### src/rtl/gate_seq_ctrl.sv
// Gate self-test sequencer: steps {gate_a,gate_b} through 00,01,10,11, samples AND/OR results, reports pass/fail_vec.
// Optional GATE_SEQ_ERRCNT_EN adds a 4-bit err_cnt output counting individual mismatching signals.
module gate_seq_ctrl #(
  parameter int HOLD_CYCLES = 2
) (
  input  logic       clk,
  input  logic       rst,
  input  logic       start,
  output logic       gate_a,
  output logic       gate_b,
  input  logic       and_in,
  input  logic       or_in,
  output logic       busy,
  output logic       done,
  output logic       pass,
  output logic [3:0] fail_vec
`ifdef GATE_SEQ_ERRCNT_EN
  ,
  output logic [3:0] err_cnt
`endif
);

  typedef enum logic [1:0] {
    IDLE   = 2'd0,
    DRIVE  = 2'd1,
    SAMPLE = 2'd2,
    DONE   = 2'd3
  } state_t;

  localparam logic [3:0] HOLD_RELOAD = 4'(HOLD_CYCLES - 1);

  state_t     state_q, state_d;
  logic [1:0] idx_q, idx_d;
  logic [3:0] cnt_q, cnt_d;
  logic       gate_a_q, gate_a_d;
  logic       gate_b_q, gate_b_d;
  logic       pass_q, pass_d;
  logic [3:0] fail_vec_q, fail_vec_d;
  logic       and_bad, or_bad;
`ifdef GATE_SEQ_ERRCNT_EN
  logic [3:0] err_cnt_q, err_cnt_d;
`endif

  // Compare against the operands actually on the gate inputs, not the next ones.
  assign and_bad = (and_in != (gate_a_q & gate_b_q));
  assign or_bad  = (or_in  != (gate_a_q | gate_b_q));

  always_comb begin
    state_d    = state_q;
    idx_d      = idx_q;
    cnt_d      = cnt_q;
    pass_d     = pass_q;
    fail_vec_d = fail_vec_q;
`ifdef GATE_SEQ_ERRCNT_EN
    err_cnt_d  = err_cnt_q;
`endif

    case (state_q)
      IDLE: begin
        if (start) begin
          state_d    = DRIVE;
          idx_d      = 2'd0;
          cnt_d      = HOLD_RELOAD;
          fail_vec_d = 4'd0;
          pass_d     = 1'b0;
`ifdef GATE_SEQ_ERRCNT_EN
          err_cnt_d  = 4'd0;
`endif
        end
      end
      DRIVE: begin
        if (cnt_q == 4'd0) begin
          state_d = SAMPLE;
        end else begin
          cnt_d = cnt_q - 4'd1;
        end
      end
      SAMPLE: begin
        fail_vec_d[idx_q] = fail_vec_q[idx_q] | and_bad | or_bad;
`ifdef GATE_SEQ_ERRCNT_EN
        err_cnt_d = err_cnt_q + {3'd0, and_bad} + {3'd0, or_bad};
`endif
        if (idx_q == 2'd3) begin
          // pass is settled on entry to DONE so it is valid alongside the done pulse.
          state_d = DONE;
          pass_d  = (fail_vec_d == 4'd0);
        end else begin
          state_d = DRIVE;
          idx_d   = idx_q + 2'd1;
          cnt_d   = HOLD_RELOAD;
        end
      end
      DONE: begin
        state_d = IDLE;
      end
      default: begin
        state_d = IDLE;
      end
    endcase

    // Operands are registered from the next-state view so they change cleanly on the clock edge.
    gate_a_d = 1'b0;
    gate_b_d = 1'b0;
    if ((state_d == DRIVE) || (state_d == SAMPLE)) begin
      gate_a_d = idx_d[1];
      gate_b_d = idx_d[0];
    end
  end

  always_ff @(posedge clk) begin
    if (rst) begin
      state_q    <= IDLE;
      idx_q      <= 2'd0;
      cnt_q      <= 4'd0;
      gate_a_q   <= 1'b0;
      gate_b_q   <= 1'b0;
      pass_q     <= 1'b0;
      fail_vec_q <= 4'd0;
`ifdef GATE_SEQ_ERRCNT_EN
      err_cnt_q  <= 4'd0;
`endif
    end else begin
      state_q    <= state_d;
      idx_q      <= idx_d;
      cnt_q      <= cnt_d;
      gate_a_q   <= gate_a_d;
      gate_b_q   <= gate_b_d;
      pass_q     <= pass_d;
      fail_vec_q <= fail_vec_d;
`ifdef GATE_SEQ_ERRCNT_EN
      err_cnt_q  <= err_cnt_d;
`endif
    end
  end

  assign gate_a   = gate_a_q;
  assign gate_b   = gate_b_q;
  assign busy     = (state_q == DRIVE) || (state_q == SAMPLE);
  assign done     = (state_q == DONE);
  assign pass     = pass_q;
  assign fail_vec = fail_vec_q;
`ifdef GATE_SEQ_ERRCNT_EN
  assign err_cnt  = err_cnt_q;
`endif

endmodule

### config.mk
export PLATFORM = sky130hd
export DESIGN_NAME = gate_seq_ctrl
export DESIGN_NICKNAME = d
export VERILOG_FILES = /design/src/rtl/gate_seq_ctrl.sv
export SDC_FILE = /design/constraint.sdc
export NUM_CORES = 1
export LEC_CHECK = 0
export ABC_AREA = 1
export CAP_MARGIN = 20
export CORE_MARGIN = 1.5
export CORE_UTILIZATION = 56
export DETAILED_ROUTE_END_ITERATION = 12
export PLACE_DENSITY = 0.82
export RECOVER_POWER = 100
export SYNTH_ARGS = -nofsm -noshare
export SYNTH_HDL_FRONTEND = slang
export SYNTH_SLANG_ARGS = --single-unit
### constraint.sdc
create_clock -name clk -period 2.2 [get_ports clk]
set_input_delay 0.44 -clock clk [delete_from_list [all_inputs] [get_ports clk]]
set_output_delay 0.44 -clock clk [all_outputs]
set_load 0.005 [all_outputs]
After elaboration in Yosys (flattened, before gate mapping). Index checks and enable logic that the tools add are counted. W data, S select, Z words.

Latch bits: 0. Input port bits: 5. Bits in read-only memories: 0. Memories: 0. Register bits after elaboration: 15. Memory bits (writable): 0. Output and inout port bits: 9.

Multiplexer cells: 21. Bitwise logic cells: 5. Multipliers: 0. Shifts and indexed selects: 0. Divide/modulo/power cells: 0. Reduce and logical (&&, ||, !) cells: 12. Add/subtract/negate cells: 2. Eq/ne operators: 12. $lt $le $gt $ge: 2.

Operator list (count): $mux W4 (4); $pmux W4 S3 (1); $mux W2 (5); $eq A2 B2 Y1 const B (4); $logic_not A4 Y1 (2); $ne A2 B2 Y1 const B (4); $pmux W2 S4 (1); $pmux W4 S2 (1); $bwmux W4 (1); $eq A2 B1 Y1 const B (2); $mux W1 (4); $pmux W2 S2 (1); $reduce_and A4 Y1 (1); $sub A4 B1 Y4 const B (1); $lt A2 B3 Y1 const B (1); $or A1 B1 Y1 (3); $reduce_and A3 Y1 (1); $reduce_bool A3 Y1 (1); $add A2 B1 Y2 const B (1); $bmux W1 S2 (1); $demux W1 S2 (1); $ge A2 B1 Y1 const B (1); $logic_not A2 Y1 (1); $logic_or A1 B1 Y1 (2); 8 further kinds (9).

Logic depth before layout (Yosys ltp).
Depth in word-level cells: 8. Mapped depth: 12. Mapped depth without buffers: 12.

Worst setup path after synthesis. No wires, ideal clock.

Path type: reg2reg. Start point: register state_q[0]. End point: register cnt_q[3]. Arrival: 1.381 ns. Required time: 2.079 ns. Path slack: 0.698 ns. Stages on the path, launching flop included: 11. Buffers on the path: 0. Setup time: 0.121 ns. Cell sequence: dfxtp_1 -> inv_1 -> ha_1 -> inv_1 -> nor2_1 -> inv_1 -> nand2_1 -> a21oi_4 -> nand4_1 -> xor2_1 -> nor2_1.

Word-level cells in the longest chain between the ends: 3. Elaborated cells on any way between the ends: 9. Those cells by class: 5 x eq/ne; 1 x mux; 3 x reduce/logical.

Ends and longest elaborated chain: start, declared (line 32) `state_t state_q, state_d;`; start signal, assigned (line 123) `state_q <= state_d;`; $eq A2 B2 Y1 (tied with other cells) (line 58) `case (state_q)`; $ne A2 B2 Y1 (no source line) / $reduce_bool A3 Y1 (equally long branches); $reduce_and A4 Y1 (no source line); end signal, assigned (line 125) `cnt_q <= cnt_d;`; end, declared (line 34) `logic [3:0] cnt_q, cnt_d;`.

Parallel ways exist; a longest one is shown, timed or not. A chain may end at the register's enable or synchronous reset.

Worst setup path in the final report.
Start point: register state_q[0]. End point: output busy.

Word-level cells in the longest chain between the ends: 2. Elaborated cells on any way between the ends: 3. Those cells by class: 2 x eq/ne; 1 x reduce/logical.

Ends and longest elaborated chain: $eq A2 B1 Y1 / $eq A2 B2 Y1 (equally long branches) (line 138) `assign busy = (state_q == DRIVE) || (state_q == SAMPLE);`; $logic_or A1 B1 Y1 (*) (line 138); end, declared (line 13) `output logic busy,`.

Mark *: on every way between the ends. The rest lies on a longest branch, timed or not.

==> results.py <==
metrics = {
    "run_status": {
        "status": "completed",
    },
    "min_path": {
        "whs_endpoint": "cnt_q[0]",
        "hp-class": "flop to flop",
        "min_from": "cnt_q[0]",
        "holdPathStages": 1,
    },
    "final_layout": {
        "layout.nets": 169,
        "n_antenna_cell": 0,
        "drive_above_1_share_pct": 9.554,
        "syn2layout_area_growth_pct": 18.72,
    },
    "clock_tree": {
        "clk_latency_ns": 0.29,
        "cts_buffers": 3,
        "h-tree-depth": 1,
        "cts_root_buf": "clkbuf_4",
        "clk_path_buf_depth": 2,
        "path_clk_slew_ns": 0.10,
        "clock_sinks": 15,
        "cts_tree": "yes",
        "post_cts_resized": 0,
        "post_cts_buffers": 0,
        "cts_hold_buf": 0,
    },
    "synthesis": {
        "synth_cells": 141,
        "ys_warn_count": 0,
        "ys_top_cells_by_area": "dfxtp_1 33%, nand2_1 14%, nor2_1 9.4%",
        "yosysMostFrequentCell": "nand2_1",
        "syn_avg_cell_area_um2": 6.540,
        "ys_types": 22,
        "synth_edf_count": 0,
        "ys_seq_area_share_pct": 32.56,
        "yosys.area.top_type_share_pct": 32.56,
        "syn_nets": 152,
        "synth_top_area_cell": "dfxtp_1",
        "netlist_area_um2": 922.1,
        "ys_ff_latch": 15,
        "async_flop_share_pct": 0,
        "synth.top_cells.by_count": "34 x nand2_1, 23 x nor2_1, 22 x inv_1",
        "synth_top_flop_cell": "dfxtp_1",
    },
    "critical_path": {
        "path_class": "flop to output pin",
        "r2r_cells": 11,
        "setup.worst_path.end_class": "output pin",
        "critPathMaxStageDelay_ns": 0.49,
        "rr_endpoint": "cnt_q[2]",
        "timing.rr.start": "state_q[0]",
        "cpMaxStageDelayCell": "clkdlybuf4s50_1",
        "crit_path_max_fanout": 4,
        "worstPathArrival_ns": 1.57,
        "cp-start-kind": "flop",
        "crit_family": "buffers and inverters",
        "timing.reg2reg.setup_slack_ns": 0.38,
        "critPathBufInv": 2,
        "required_ns": 1.76,
        "path_cells": "inv_1 > ha_1 > clkdlybuf4s50_1",
    },
    "sta": {
        "setup_viol": 0,
        "fin_ws_ns": 0.1916,
        "setup_tns_ns": 0,
        "worst_clock_skew_ns": 0.002588,
        "slew-limit-headroom_pct": 74.99,
        "hold_violations": 0,
        "drv_slew": 0,
        "worst_pin_slew_ns": 0.3740,
        "min_period_over_period_pct": 91.29,
        "timing.fmax_mhz": 497.9,
        "period_minus_slack_ns": 2.008,
        "rsz0062_at_grt": "no",
    },
    "global_route": {
        "grt.total_usage_pct": 22.44,
        "overflow": 0,
        "grt_max_degree": 11,
        "antenna_found_initial": 0,
        "grt_pass1_vias": 816,
        "grt_pass1_wl_mm": 3.194,
    },
    "floorplan": {
        "io_pins": 14,
        "start_util_pct": 60.51,
        "rows": 14,
        "fp.dieH_um": 43.58,
        "design.core.area_um2": 1524,
        "die_x_um": 43.58,
        "die_area_um2": 1899,
    },
    "placed_design": {
        "port_buffers": 13,
        "dpl.hpwl_mm": 1.489,
        "place.gp.congestion": 0.8175,
        "dp_slack_ns": 0.3448,
    },
    "pwr": {
        "leakage_uw": 0.0005257,
        "ir_worst_vdd_mv": 0.4009,
        "pwr_density_cell_nw_per_um2": 636.8,
    },
    "detailed_routing": {
        "drt_first_pass_iters": 4,
        "drtIter0Drc": 33,
        "routed-via-count": 908,
        "wl_per_cell_um": 10.77,
        "drc": 0,
        "vias_per_cell": 5.249,
        "routed_wl_mm": 1.864,
        "ant_nets": 0,
    },
    "run": {
        "maxCapViolCount": 0,
    },
}
area by class of cell:
type,count,area [um2]
multi-input combinational,101,526.8
fill,135,429.2
sequential,15,300.3
timing repair buffer,13,130.1
inverter,24,90.09
clock buffer,3,22.52
tap,16,20.02
clock inverter,1,5.005
worst max path at each step:
| stage | start | endpoint | slack (ns) | cells past startpoint |
|---|---|---|---|---|
| 5_1_grt | state_q[0] | busy | 0.14 | 3 |
| 4_1_cts | state_q[0] | busy | 0.20 | 3 |
| 3_3_place_gp | start | gate_b | 0.43 | 7 |
| 2_1_floorplan | state_q[0] | cnt_q[3] | 0.70 | 10 |
| 3_5_place_dp | start | gate_b | 0.34 | 7 |
| 6_report | state_q[0] | busy | 0.19 | 3 |
through the flow:
step	hold slack, ns	utilization, %	instances	total power, uW	area [um2]
after floorplan	0.4307	-	141	477.7	922.1
after global placement	0.4547	70.03	169	525.7	1067
after detailed placement	0.4499	70.03	169	539.6	1067
after CTS	0.4625	71.84	173	697.1	1095
after global routing	0.5041	71.84	173	742.0	1095
final	0.4587	71.84	173	697.2	1095
flip-flops by register name, summed over array words and instances (netlist names):
signal	cells
cnt_q	4
fail_vec	4
gate_a	1
gate_b	1
idx_q	2
pass	1
state_q	2
worst register-to-register path, delay by kind of cell (launching register included):
family          cells  cell delay [ns]
buf+inv             4             0.40
fa+ha+maj           1             0.26
compound gates      2             0.37
simple gates        4             0.32
flops               1             0.42
layout by cell type, fill, tap and decap left out, types with 2 or more instances in the layout:
cell | Yosys | routed
nand2_1 | 34 | 34
nor2_1 | 23 | 23
inv_1 | 22 | 22
dfxtp_1 | 15 | 15
nand3_1 | 10 | 10
dlygate4sd3_1 | 0 | 8
o21ai_0 | 6 | 6
a21oi_1 | 6 | 6
ha_1 | 6 | 6
clkdlybuf4s50_1 | 0 | 5
or2_2 | 3 | 3
clkbuf_4 | 0 | 3
inv_2 | 2 | 2
a22oi_1 | 2 | 2
nand2_2 | 2 | 2
cells by family after synthesis:
kind of cell,after synthesis,synth area share (%)
DFF,15,32.56
and+or+nand+nor,75,35.01
xor gates and xnor gates,1,0.9500
AOI/OAI and AO/OA,19,13.03
buffers and inverters,25,10.31
adders and majority gates,6,8.141
power by group:
part,internal [uW],switching [uW]
Combinational,82.0,143
Clock,67.5,95.2
Sequential,292,16.6
Total,442,255
per-layer routing:
| metal | global-route usage, % | share of wire, % |
|---|---|---|
| met1 | 28.46 | 47 |
| met2 | 38.53 | 46 |
| met3 | 3.750 | 5.7 |
| met4 | 7.273 | 1.4 |
| met5 | 0 | 0 |
Power figures use the tool's default switching activity.
